File: src/rtl/hazard_ctrl_if.sv
// hazard_ctrl_if: pipeline-control bundle between the five-stage core
// datapath and hazard_ctrl.
//   Inputs to the controller : decode/execute/memory/writeback register
//                              indices, load/branch/write flags and the
//                              data-memory request/ready handshake.
//   Outputs from controller  : per-stage stall/flush enables, execute
//                              operand forwarding selects, the sticky
//                              memory watchdog error and the two
//                              performance counters.
//   master : datapath side (drives the pipeline state, receives controls)
//   slave  : hazard_ctrl side
interface hazard_ctrl_if #(
  parameter int unsigned CNT_W = 16
);
  logic [4:0]       RS1_D;
  logic [4:0]       RS2_D;
  logic [4:0]       RS1_E;
  logic [4:0]       RS2_E;
  logic [4:0]       RD_E;
  logic             ResultSrcE;
  logic             PCSrcE;
  logic [4:0]       RD_M;
  logic             RegWriteM;
  logic             MemReqM;
  logic             dmem_ready;
  logic [4:0]       RD_W;
  logic             RegWriteW;

  logic             StallF;
  logic             StallD;
  logic             StallE;
  logic             StallM;
  logic             FlushD;
  logic             FlushE;
  logic [1:0]       ForwardAE;
  logic [1:0]       ForwardBE;
  logic             mem_err;
  logic [CNT_W-1:0] stall_cnt;
  logic [CNT_W-1:0] flush_cnt;

  modport master (
    output RS1_D, RS2_D, RS1_E, RS2_E, RD_E, ResultSrcE, PCSrcE,
           RD_M, RegWriteM, MemReqM, dmem_ready, RD_W, RegWriteW,
    input  StallF, StallD, StallE, StallM, FlushD, FlushE,
           ForwardAE, ForwardBE, mem_err, stall_cnt, flush_cnt
  );

  modport slave (
    input  RS1_D, RS2_D, RS1_E, RS2_E, RD_E, ResultSrcE, PCSrcE,
           RD_M, RegWriteM, MemReqM, dmem_ready, RD_W, RegWriteW,
    output StallF, StallD, StallE, StallM, FlushD, FlushE,
           ForwardAE, ForwardBE, mem_err, stall_cnt, flush_cnt
  );
endinterface

File: src/rtl/hazard_ctrl.sv
// hazard_ctrl: pipeline sequencing controller for the five-stage RISC-V core.
// Drives stall/flush enables of the F/D/E/M pipeline registers, selects
// execute-stage operand forwarding, holds the pipeline idle for a boot
// window after reset and freezes it while data memory is waiting, with a
// sticky watchdog error.
// Ports:
//   clk : rising-edge clock
//   rst : asynchronous active-high reset
//   hz  : hazard_ctrl_if.slave bundle (pipeline indices/flags in,
//         stall/flush/forward controls, mem_err and counters out)
// Parameters:
//   BOOT_CYCLES : cycles held in INIT after reset release (min 1)
//   MEM_TIMEOUT : consecutive wait cycles before mem_err (min 1)
//   CNT_W       : performance counter width
module hazard_ctrl #(
  parameter int unsigned BOOT_CYCLES = 4,
  parameter int unsigned MEM_TIMEOUT = 255,
  parameter int unsigned CNT_W       = 16
) (
  input  logic          clk,
  input  logic          rst,
  hazard_ctrl_if.slave  hz
);

  localparam int unsigned BOOT_W = (BOOT_CYCLES > 1) ? $clog2(BOOT_CYCLES) : 1;
  localparam int unsigned WAIT_W = $clog2(MEM_TIMEOUT + 1);

  localparam logic [BOOT_W-1:0] BOOT_LAST = BOOT_W'(BOOT_CYCLES - 1);
  localparam logic [WAIT_W-1:0] WAIT_MAX  = WAIT_W'(MEM_TIMEOUT);
  localparam logic [WAIT_W-1:0] WAIT_TRIP = WAIT_W'(MEM_TIMEOUT - 1);

  typedef enum logic [1:0] {
    S_INIT     = 2'd0,
    S_RUN      = 2'd1,
    S_MEM_WAIT = 2'd2
  } state_t;

  state_t            state;
  state_t            state_nxt;

  logic [BOOT_W-1:0] boot_cnt;
  logic [WAIT_W-1:0] wait_cnt;
  logic              mem_err_q;
  logic [CNT_W-1:0]  stall_cnt_q;
  logic [CNT_W-1:0]  flush_cnt_q;

  logic              lw_hazard;
  logic              mem_wait;
  logic              boot_done;
  logic              active;

  logic              stall_f;
  logic              stall_d;
  logic              stall_e;
  logic              stall_m;
  logic              flush_d;
  logic              flush_e;
  logic [1:0]        fwd_a;
  logic [1:0]        fwd_b;

  // ---------------------------------------------------------------------
  // Hazard detection
  // ---------------------------------------------------------------------
  assign lw_hazard = hz.ResultSrcE && (hz.RD_E != 5'd0) &&
                     ((hz.RD_E == hz.RS1_D) || (hz.RD_E == hz.RS2_D));
  assign mem_wait  = hz.MemReqM && !hz.dmem_ready;
  assign boot_done = (boot_cnt == BOOT_LAST);
  assign active    = (state != S_INIT);

  // ---------------------------------------------------------------------
  // Operand forwarding: memory stage has priority over writeback, x0 never
  // forwards. Independent of the FSM state.
  // ---------------------------------------------------------------------
  always_comb begin
    fwd_a = 2'b00;
    if (hz.RegWriteM && (hz.RD_M != 5'd0) && (hz.RD_M == hz.RS1_E))
      fwd_a = 2'b10;
    else if (hz.RegWriteW && (hz.RD_W != 5'd0) && (hz.RD_W == hz.RS1_E))
      fwd_a = 2'b01;
  end

  always_comb begin
    fwd_b = 2'b00;
    if (hz.RegWriteM && (hz.RD_M != 5'd0) && (hz.RD_M == hz.RS2_E))
      fwd_b = 2'b10;
    else if (hz.RegWriteW && (hz.RD_W != 5'd0) && (hz.RD_W == hz.RS2_E))
      fwd_b = 2'b01;
  end

  // ---------------------------------------------------------------------
  // FSM: state register
  // ---------------------------------------------------------------------
  always_ff @(posedge clk or posedge rst) begin
    if (rst)
      state <= S_INIT;
    else
      state <= state_nxt;
  end

  // ---------------------------------------------------------------------
  // FSM: next-state logic
  // ---------------------------------------------------------------------
  always_comb begin
    state_nxt = state;
    unique case (state)
      S_INIT:     if (boot_done) state_nxt = S_RUN;
      S_RUN:      if (mem_wait)  state_nxt = S_MEM_WAIT;
      // Watchdog never forces an exit; only the ready handshake leaves.
      S_MEM_WAIT: if (!mem_wait) state_nxt = S_RUN;
      default:    state_nxt = S_INIT;
    endcase
  end

  // ---------------------------------------------------------------------
  // FSM: Mealy outputs. RUN and MEM_WAIT share one priority chain: in
  // MEM_WAIT the wait term wins while memory is still busy, and the ready
  // cycle falls through to the normal RUN rules, so a one-cycle wait
  // costs exactly one frozen cycle.
  // ---------------------------------------------------------------------
  always_comb begin
    stall_f = 1'b0;
    stall_d = 1'b0;
    stall_e = 1'b0;
    stall_m = 1'b0;
    flush_d = 1'b0;
    flush_e = 1'b0;
    unique case (state)
      S_INIT: begin
        stall_f = 1'b1;
        stall_d = 1'b1;
        flush_e = 1'b1;
      end
      S_RUN, S_MEM_WAIT: begin
        if (mem_wait) begin
          stall_f = 1'b1;
          stall_d = 1'b1;
          stall_e = 1'b1;
          stall_m = 1'b1;
        end else if (hz.PCSrcE) begin
          // Taken branch discards the load consumer, so no load stall.
          flush_d = 1'b1;
          flush_e = 1'b1;
        end else if (lw_hazard) begin
          stall_f = 1'b1;
          stall_d = 1'b1;
          flush_e = 1'b1;
        end
      end
      default: begin
        stall_f = 1'b1;
        stall_d = 1'b1;
        flush_e = 1'b1;
      end
    endcase
  end

  // ---------------------------------------------------------------------
  // Boot counter, watchdog and performance counters
  // ---------------------------------------------------------------------
  always_ff @(posedge clk or posedge rst) begin
    if (rst) begin
      boot_cnt    <= '0;
      wait_cnt    <= '0;
      mem_err_q   <= 1'b0;
      stall_cnt_q <= '0;
      flush_cnt_q <= '0;
    end else begin
      if ((state == S_INIT) && !boot_done)
        boot_cnt <= boot_cnt + BOOT_W'(1);

      // The RUN cycle that first sees the wait counts as wait cycle one.
      if (active && mem_wait) begin
        if (wait_cnt != WAIT_MAX)
          wait_cnt <= wait_cnt + WAIT_W'(1);
        if (wait_cnt >= WAIT_TRIP)
          mem_err_q <= 1'b1;
      end else begin
        wait_cnt <= '0;
      end

      if (active && stall_f && (stall_cnt_q != '1))
        stall_cnt_q <= stall_cnt_q + CNT_W'(1);

      if (flush_d && (flush_cnt_q != '1))
        flush_cnt_q <= flush_cnt_q + CNT_W'(1);
    end
  end

  // ---------------------------------------------------------------------
  // Interface outputs
  // ---------------------------------------------------------------------
  assign hz.StallF    = stall_f;
  assign hz.StallD    = stall_d;
  assign hz.StallE    = stall_e;
  assign hz.StallM    = stall_m;
  assign hz.FlushD    = flush_d;
  assign hz.FlushE    = flush_e;
  assign hz.ForwardAE = fwd_a;
  assign hz.ForwardBE = fwd_b;
  assign hz.mem_err   = mem_err_q;
  assign hz.stall_cnt = stall_cnt_q;
  assign hz.flush_cnt = flush_cnt_q;

endmodule

File: src/flat_wrapper.sv
// flat-port wrapper written by rule: the top's interface ports become plain ports
module hazard_ctrl_flat 
#(
  parameter int unsigned BOOT_CYCLES = 4,
  parameter int unsigned MEM_TIMEOUT = 255,
  parameter int unsigned CNT_W       = 16
)
  (clk, rst, hz_RS1_D, hz_RS2_D, hz_RS1_E, hz_RS2_E, hz_RD_E, hz_ResultSrcE, hz_PCSrcE, hz_RD_M, hz_RegWriteM, hz_MemReqM, hz_dmem_ready, hz_RD_W, hz_RegWriteW, hz_StallF, hz_StallD, hz_StallE, hz_StallM, hz_FlushD, hz_FlushE, hz_ForwardAE, hz_ForwardBE, hz_mem_err, hz_stall_cnt, hz_flush_cnt);
  hazard_ctrl_if #(.CNT_W(CNT_W)) hz_i ();
  input  logic clk;
  input  logic rst;
  input wire logic [$bits(hz_i.RS1_D)-1:0] hz_RS1_D;
  input wire logic [$bits(hz_i.RS2_D)-1:0] hz_RS2_D;
  input wire logic [$bits(hz_i.RS1_E)-1:0] hz_RS1_E;
  input wire logic [$bits(hz_i.RS2_E)-1:0] hz_RS2_E;
  input wire logic [$bits(hz_i.RD_E)-1:0] hz_RD_E;
  input wire logic [$bits(hz_i.ResultSrcE)-1:0] hz_ResultSrcE;
  input wire logic [$bits(hz_i.PCSrcE)-1:0] hz_PCSrcE;
  input wire logic [$bits(hz_i.RD_M)-1:0] hz_RD_M;
  input wire logic [$bits(hz_i.RegWriteM)-1:0] hz_RegWriteM;
  input wire logic [$bits(hz_i.MemReqM)-1:0] hz_MemReqM;
  input wire logic [$bits(hz_i.dmem_ready)-1:0] hz_dmem_ready;
  input wire logic [$bits(hz_i.RD_W)-1:0] hz_RD_W;
  input wire logic [$bits(hz_i.RegWriteW)-1:0] hz_RegWriteW;
  output wire logic [$bits(hz_i.StallF)-1:0] hz_StallF;
  output wire logic [$bits(hz_i.StallD)-1:0] hz_StallD;
  output wire logic [$bits(hz_i.StallE)-1:0] hz_StallE;
  output wire logic [$bits(hz_i.StallM)-1:0] hz_StallM;
  output wire logic [$bits(hz_i.FlushD)-1:0] hz_FlushD;
  output wire logic [$bits(hz_i.FlushE)-1:0] hz_FlushE;
  output wire logic [$bits(hz_i.ForwardAE)-1:0] hz_ForwardAE;
  output wire logic [$bits(hz_i.ForwardBE)-1:0] hz_ForwardBE;
  output wire logic [$bits(hz_i.mem_err)-1:0] hz_mem_err;
  output wire logic [$bits(hz_i.stall_cnt)-1:0] hz_stall_cnt;
  output wire logic [$bits(hz_i.flush_cnt)-1:0] hz_flush_cnt;
  assign hz_i.RS1_D = hz_RS1_D;
  assign hz_i.RS2_D = hz_RS2_D;
  assign hz_i.RS1_E = hz_RS1_E;
  assign hz_i.RS2_E = hz_RS2_E;
  assign hz_i.RD_E = hz_RD_E;
  assign hz_i.ResultSrcE = hz_ResultSrcE;
  assign hz_i.PCSrcE = hz_PCSrcE;
  assign hz_i.RD_M = hz_RD_M;
  assign hz_i.RegWriteM = hz_RegWriteM;
  assign hz_i.MemReqM = hz_MemReqM;
  assign hz_i.dmem_ready = hz_dmem_ready;
  assign hz_i.RD_W = hz_RD_W;
  assign hz_i.RegWriteW = hz_RegWriteW;
  assign hz_StallF = hz_i.StallF;
  assign hz_StallD = hz_i.StallD;
  assign hz_StallE = hz_i.StallE;
  assign hz_StallM = hz_i.StallM;
  assign hz_FlushD = hz_i.FlushD;
  assign hz_FlushE = hz_i.FlushE;
  assign hz_ForwardAE = hz_i.ForwardAE;
  assign hz_ForwardBE = hz_i.ForwardBE;
  assign hz_mem_err = hz_i.mem_err;
  assign hz_stall_cnt = hz_i.stall_cnt;
  assign hz_flush_cnt = hz_i.flush_cnt;
  hazard_ctrl #(.BOOT_CYCLES(BOOT_CYCLES), .MEM_TIMEOUT(MEM_TIMEOUT), .CNT_W(CNT_W)) u_core (.clk(clk), .rst(rst), .hz(hz_i));
endmodule
File: config.mk
export PLATFORM = sky130hd
export DESIGN_NAME = hazard_ctrl_flat
export DESIGN_NICKNAME = d
export VERILOG_FILES = /design/src/rtl/hazard_ctrl_if.sv /design/src/rtl/hazard_ctrl.sv /design/src/flat_wrapper.sv
export SDC_FILE = /design/constraint.sdc
export NUM_CORES = 1
export LEC_CHECK = 0
export CAP_MARGIN = 20
export CELL_PAD_IN_SITES_DETAIL_PLACEMENT = 0
export CELL_PAD_IN_SITES_GLOBAL_PLACEMENT = 1
export CORE_MARGIN = 4
export CORE_UTILIZATION = 35
export CTS_BUF_LIST = sky130_fd_sc_hd__clkbuf_16
export CTS_CLUSTER_DIAMETER = 40
export DETAILED_ROUTE_END_ITERATION = 6
export PLACE_DENSITY_LB_ADDON = 0.15
export SYNTH_ARGS = -nofsm -noshare
export SYNTH_HDL_FRONTEND = slang
export SYNTH_SLANG_ARGS = --single-unit
File: constraint.sdc
create_clock -name clk -period 2.2 [get_ports clk]
set_input_delay 0.44 -clock clk [delete_from_list [all_inputs] [get_ports clk]]
set_output_delay 0.44 -clock clk [all_outputs]
set_load 0.02 [all_outputs]
== After elaboration in Yosys (flattened, before gate mapping) ==
Cells that the tools add are included.

* Add/sub/neg operators: 4
* Magnitude comparators: 1
* Equality and inequality tests: 16
* Muxes and demuxes: 22
* Reduce and logical (&&, ||, !) cells: 25

{| class="wikitable"
|+ Operator list
! cell !! number
|-
| adder 16 x 1 -> 16 bit, second input constant || 2
|-
| inequality test 16 bit, second input constant || 2
|-
| == test 5 bit || 6
|-
| 2-to-1 mux 8 bit || 2
|-
| nonzero test 5 bit || 3
|-
| logical AND 1 bit || 14
|-
| 2-to-1 mux 1 bit || 14
|-
| 2-to-1 mux 2 bit || 5
|-
| adder 8 x 1 -> 8 bit, second input constant || 1
|-
| >= comparator 8 bit, second input constant || 1
|-
| inequality test 8 bit, second input constant || 1
|-
| one-hot mux 2 bit (3 select lines) || 1
|-
| == test 2 bit, second input constant || 2
|-
| inequality test 2 x 1 -> 1 bit, second input constant || 2
|-
| inequality test 2 bit, second input constant || 2
|-
| AND reduction 3 bit || 1
|-
| adder 2 x 1 -> 2 bit, second input constant || 1
|-
| == test 2 x 1 -> 1 bit, second input constant || 1
|-
| zero test 1 bit || 2
|-
| zero test 2 bit || 1
|-
| AND reduction 2 bit || 1
|-
| nonzero test 2 bit || 1
|-
| OR reduction 2 bit || 1
|-
| logical OR 1 bit || 1
|}

* Flip-flop bits (word level): 45
* Bits of input ports: 43
* Output and inout port bits: 43

== Logic depth before layout (Yosys ltp) ==
* Depth after elaboration: 9
* Depth in mapped cells: 7
* Gate-level depth less buffers: 7

== Worst setup path after synthesis ==
OpenSTA, ideal clock, no wires.

* Kind: input port to output port
* From: in hz_RD_M[0]
* To: out hz_ForwardAE[0]
* Arrival: 2057 ps
* Required time: 1760 ps
* Setup slack: -297 ps
* Cell stages on the path: 4
* Buffers on the path: 0
* Cell sequence: or4_1 o21ai_0 nor4_1 nor4_1

* Longest elaborated chain between the ends: 4
* Elaborated cells between the ends (all ways): 5

{| class="wikitable"
|+ Ends and longest elaborated chain
! item !! RTL line !! source
|-
| start: declaration || flat_wrapper.sv:19 || <nowiki>input wire logic [$bits(hz_i.RD_M)-1:0] hz_RD_M;</nowiki>
|-
| nonzero test 5 bit || hazard_ctrl.sv:76 || <nowiki>if (hz.RegWriteM && (hz.RD_M != 5'd0) && (hz.RD_M == hz.RS1_E))</nowiki>
|-
| logical AND 1 bit || hazard_ctrl.sv:76 ||
|-
| logical AND 1 bit (*) || hazard_ctrl.sv:76 ||
|-
| 2-to-1 mux 2 bit (*) || hazard_ctrl.sv:76 ||
|-
| end: declaration || flat_wrapper.sv:31 || <nowiki>output wire logic [$bits(hz_i.ForwardAE)-1:0] hz_ForwardAE;</nowiki>
|}

Mark *: on every way between the ends. The rest lies on a longest branch, timed or not.

== Worst setup path after layout ==
* From: in hz_RD_W[0]
* To: out hz_ForwardBE[0]

* Longest elaborated chain between the ends: 5
* Elaborated cells between the ends (all ways): 6

{| class="wikitable"
|+ Ends and longest elaborated chain
! item !! RTL line !! source
|-
| start: declaration || flat_wrapper.sv:23 || <nowiki>input wire logic [$bits(hz_i.RD_W)-1:0] hz_RD_W;</nowiki>
|-
| nonzero test 5 bit || hazard_ctrl.sv:86 || <nowiki>else if (hz.RegWriteW && (hz.RD_W != 5'd0) && (hz.RD_W == hz.RS2_E))</nowiki>
|-
| logical AND 1 bit || hazard_ctrl.sv:86 ||
|-
| logical AND 1 bit (*) || hazard_ctrl.sv:86 ||
|-
| 2-to-1 mux 1 bit (*) || hazard_ctrl.sv:86 ||
|-
| 2-to-1 mux 2 bit (*) || hazard_ctrl.sv:84 || <nowiki>if (hz.RegWriteM && (hz.RD_M != 5'd0) && (hz.RD_M == hz.RS2_E))</nowiki>
|-
| end: declaration || flat_wrapper.sv:32 || <nowiki>output wire logic [$bits(hz_i.ForwardBE)-1:0] hz_ForwardBE;</nowiki>
|}

Marks and branches as above.

==> flow_summary.yaml <==
status:
  outcome: "finished, violations left"
  failed_checks: "setup timing"
sta:
  hold_violations: 0
  finClkSkew_ns: 0.00729
  setup_viol: 1
  worst-slew-pin-transition_ns: 0.632
  fin_crit_ns: 2.23
  maxSlewHeadroom: 0.575
  unrepaired_setup_endpoints_after_global_routing: "yes"
  final_sum_of_negative_setup_slack_ns: -0.0291
  f_max_mhz: 449
  report.final.slew_viol_count: 0
  setup_slack_ns: -0.0291
  layout_worst_path_cycle_share: 1.01
clock_network:
  tritoncts.num_buffers: 5
  tritoncts: "built"
  cts_htree_levels: 2
  cts_max_path_buffers: 2
  clock_insertion_delay_worst_skew_ns: 0.29
  clock-root-buffer: "clkbuf_16"
  clk_transition_reported_paths_ns: 0.06
  clock_sink_count: 45
cells_and_area:
  fillerInstances: 680
  finish.utilization: 0.572
  final_layout_size_suffix_gt1_frac: 0.246
  area_growth_syn_to_layout_pct: 58.6
  final_area_um2: 4170
  insertedDiodeCount: 0
  layout.cells.most_common_list: "45 x dfrtp_1, 42 x clkdlybuf4s50_1, 40 x buf_4, 35 x xor2_1, 27 x xnor2_1"
  most_common_library_cell_in_the_layout_ignoring_fill_and_taps: "dfrtp_1"
  num-nets-final: 441
  fin_cells: 490
worst_setup_path:
  type_of_the_setup_path_with_the_least_slack: "input pin to output port"
  worst_ep_required_time_ns: 1.76
  critPathArrivalTime_ns: 1.79
  critPathMaxFanout: 2
  startpoint_type: "input pin"
  type_of_element_capturing_the_critical_path: "output port"
yosys:
  netlist-cell-type-count: 44
  synth_seq_area_share: 0.428
  yosysWarnings: 0
  postSynthCellCount: 261
  syn_avg_cell_area_um2: 10.1
  synth.largest_area_cell: "dfrtp_1"
  netlist_area_um2: 2630
  synth_seq_cells: 45
  syn-num-nets: 312
  synthTopCellsByArea: "dfrtp_1 43%, xor2_1 12%, xnor2_1 9.0%, ha_1 3.8%, nand3_1 3.6%"
  synth.top_cell.area_share: 0.428
pwr:
  powerDensity_nw_per_um2: 902
  totalPowerFinal_uw: 3760
  ir_worst_vdd_mv: 0.566
  leakage_power_figure_uw: 0.00186
floorplanning:
  fp-row-count: 31
  start_util: 0.361
  core_um2: 7290
  die_height_um: 94.7
  io_pins: 86
  die_outline_area_um2: 8970
  dieWidth_um: 94.7
detailed_routing:
  wl_per_cell_um: 13.3
  via_per_inst: 4.71
  route.detailed.drc: 0
  postRouteWirelength_mm: 6.50
  ant_nets: 0
  vias: 2308
  drt_first_iter_violations: 55
  firstDrtPassIters: 4
job:
  cap_viol_max_count: 0
global_route:
  grt_pass1_vias: 2357
  globalRouteOverflowTotal: 0
  grt_antenna_before_repair: 0
  grt_pass1_wl_mm: 10.7
  gr-usage-all-layers: 0.147
  grt_max_degree: 46
worst_hold_path:
  hold_class: "register to register"
place:
  gpl.final_weighted_congestion: 0.809
  io_buffers: 85
  numPlacedInstances: 476
  placed_standard_cell_area_um2: 3880
  post_detailed_placement_half_perimeter_wirelength_mm: 4.96
==> area by class of cell <==
cell class,count,area [um2],share of cell area
Tap cell,99,124,0.0297
Clock buffer,5,125,0.0300
Inverter,6,22.5,0.00540
Timing Repair Buffer,126,1180,0.283
Clock inverter,3,21.3,0.00510
Multi-Input combinational cell,206,1570,0.377
Sequential cell,45,1130,0.270
==> power by group <==
group          switching (uW)  internal, uW  total [uW]
Clock                     323           423         746
Sequential                233          1020        1250
Combinational             872           893        1760
Total                    1430          2330        3760
==> registers in the layout, summed over array words and instances (netlist names) <==
signal / cells
u_core.hz.flush_cnt: 16
u_core.hz.stall_cnt: 16
u_core.wait_cnt: 8
u_core.boot_cnt: 2
u_core.state: 2
u_core.hz.mem_err: 1
==> synthesized netlist by cell type, drive strengths merged <==
cell type / number
nor4b: 2
nand2b: 3
a21oi: 6
nor3b: 3
a211oi: 1
xnor2: 27
or3: 1
o21ai: 9
o2111ai: 1
dfrtp: 45
nand3: 19
and2b: 1
nor4: 8
and4: 2
and2: 2
nor2: 19
a2111oi: 1
nand3b: 1
nand2: 17
o21bai: 1
buf: 4
mux2: 3
a31oi: 4
xor2: 37
or4: 5
ha: 8
and3: 4
nor3: 9
nor2b: 2
nand4: 8
or2: 1
o22ai: 1
inv: 6
==> timing repair <==
| action | in CTS | in global routing |
|---|---|---|
| setup buffers | 2 | 4 |
| pin swaps | 12 | 20 |
| gates resized for setup | 115 | 29 |
| endpoints found under the setup margin | 15 | 8 |
| hold buffers | 0 | 0 |
==> worst max-delay path, stage by stage <==
cell	delay, ns
buf_6	0.09
buf_6	0.11
xor2_1	0.15
or4_4	0.54
nor4_4	0.28
buf_4	0.18
==> per-stage QoR <==
stage | hold WS (ns) | worst slack [ns]
3_5_place_dp | 0.465 | -0.867
3_3_place_gp | 0.460 | -0.853
4_1_cts | 0.483 | -0.0758
6_report | 0.476 | -0.0291
5_1_grt | 0.487 | -0.0625
2_1_floorplan | 0.448 | 0.0366
==> cell families (layout without fill, tap and decap cells) <==
| kind of cell | after synthesis | count (layout) | synth area share |
|---|---|---|---|
| mux | 3 | 3 | 0.0128 |
| flops | 45 | 45 | 0.428 |
| compound gates | 24 | 24 | 0.0595 |
| fa+ha+maj | 8 | 8 | 0.0381 |
| buf+inv | 10 | 140 | 0.0205 |
| simple gates | 107 | 107 | 0.228 |
| xor+xnor | 64 | 64 | 0.213 |
==> path summary, 6_finish.rpt <==
path,startpoint,end,slack [ns],cells after the start
worst max-delay path,hz_RD_W[0],hz_ForwardBE[0],-0.03,6
worst min-delay path,u_core.hz.mem_err,u_core.hz.mem_err,0.48,1
worst max register to register,u_core.state[1],u_core.hz.flush_cnt[15],0.20,8
worst min register to register,u_core.hz.mem_err,u_core.hz.mem_err,0.48,1
max in group asynchronous,rst,u_core.hz.stall_cnt[7],1.48,3
min in group asynchronous,rst,u_core.hz.flush_cnt[12],0.51,3
==> routing by layer <==
metal | share of wire | global-route usage
met5 | 0 | 0
met4 | 0.0068 | 0.0325
met3 | 0.053 | 0.0422
met2 | 0.49 | 0.248
met1 | 0.45 | 0.187
No activity file was read; power rests on OpenSTA's default activity.
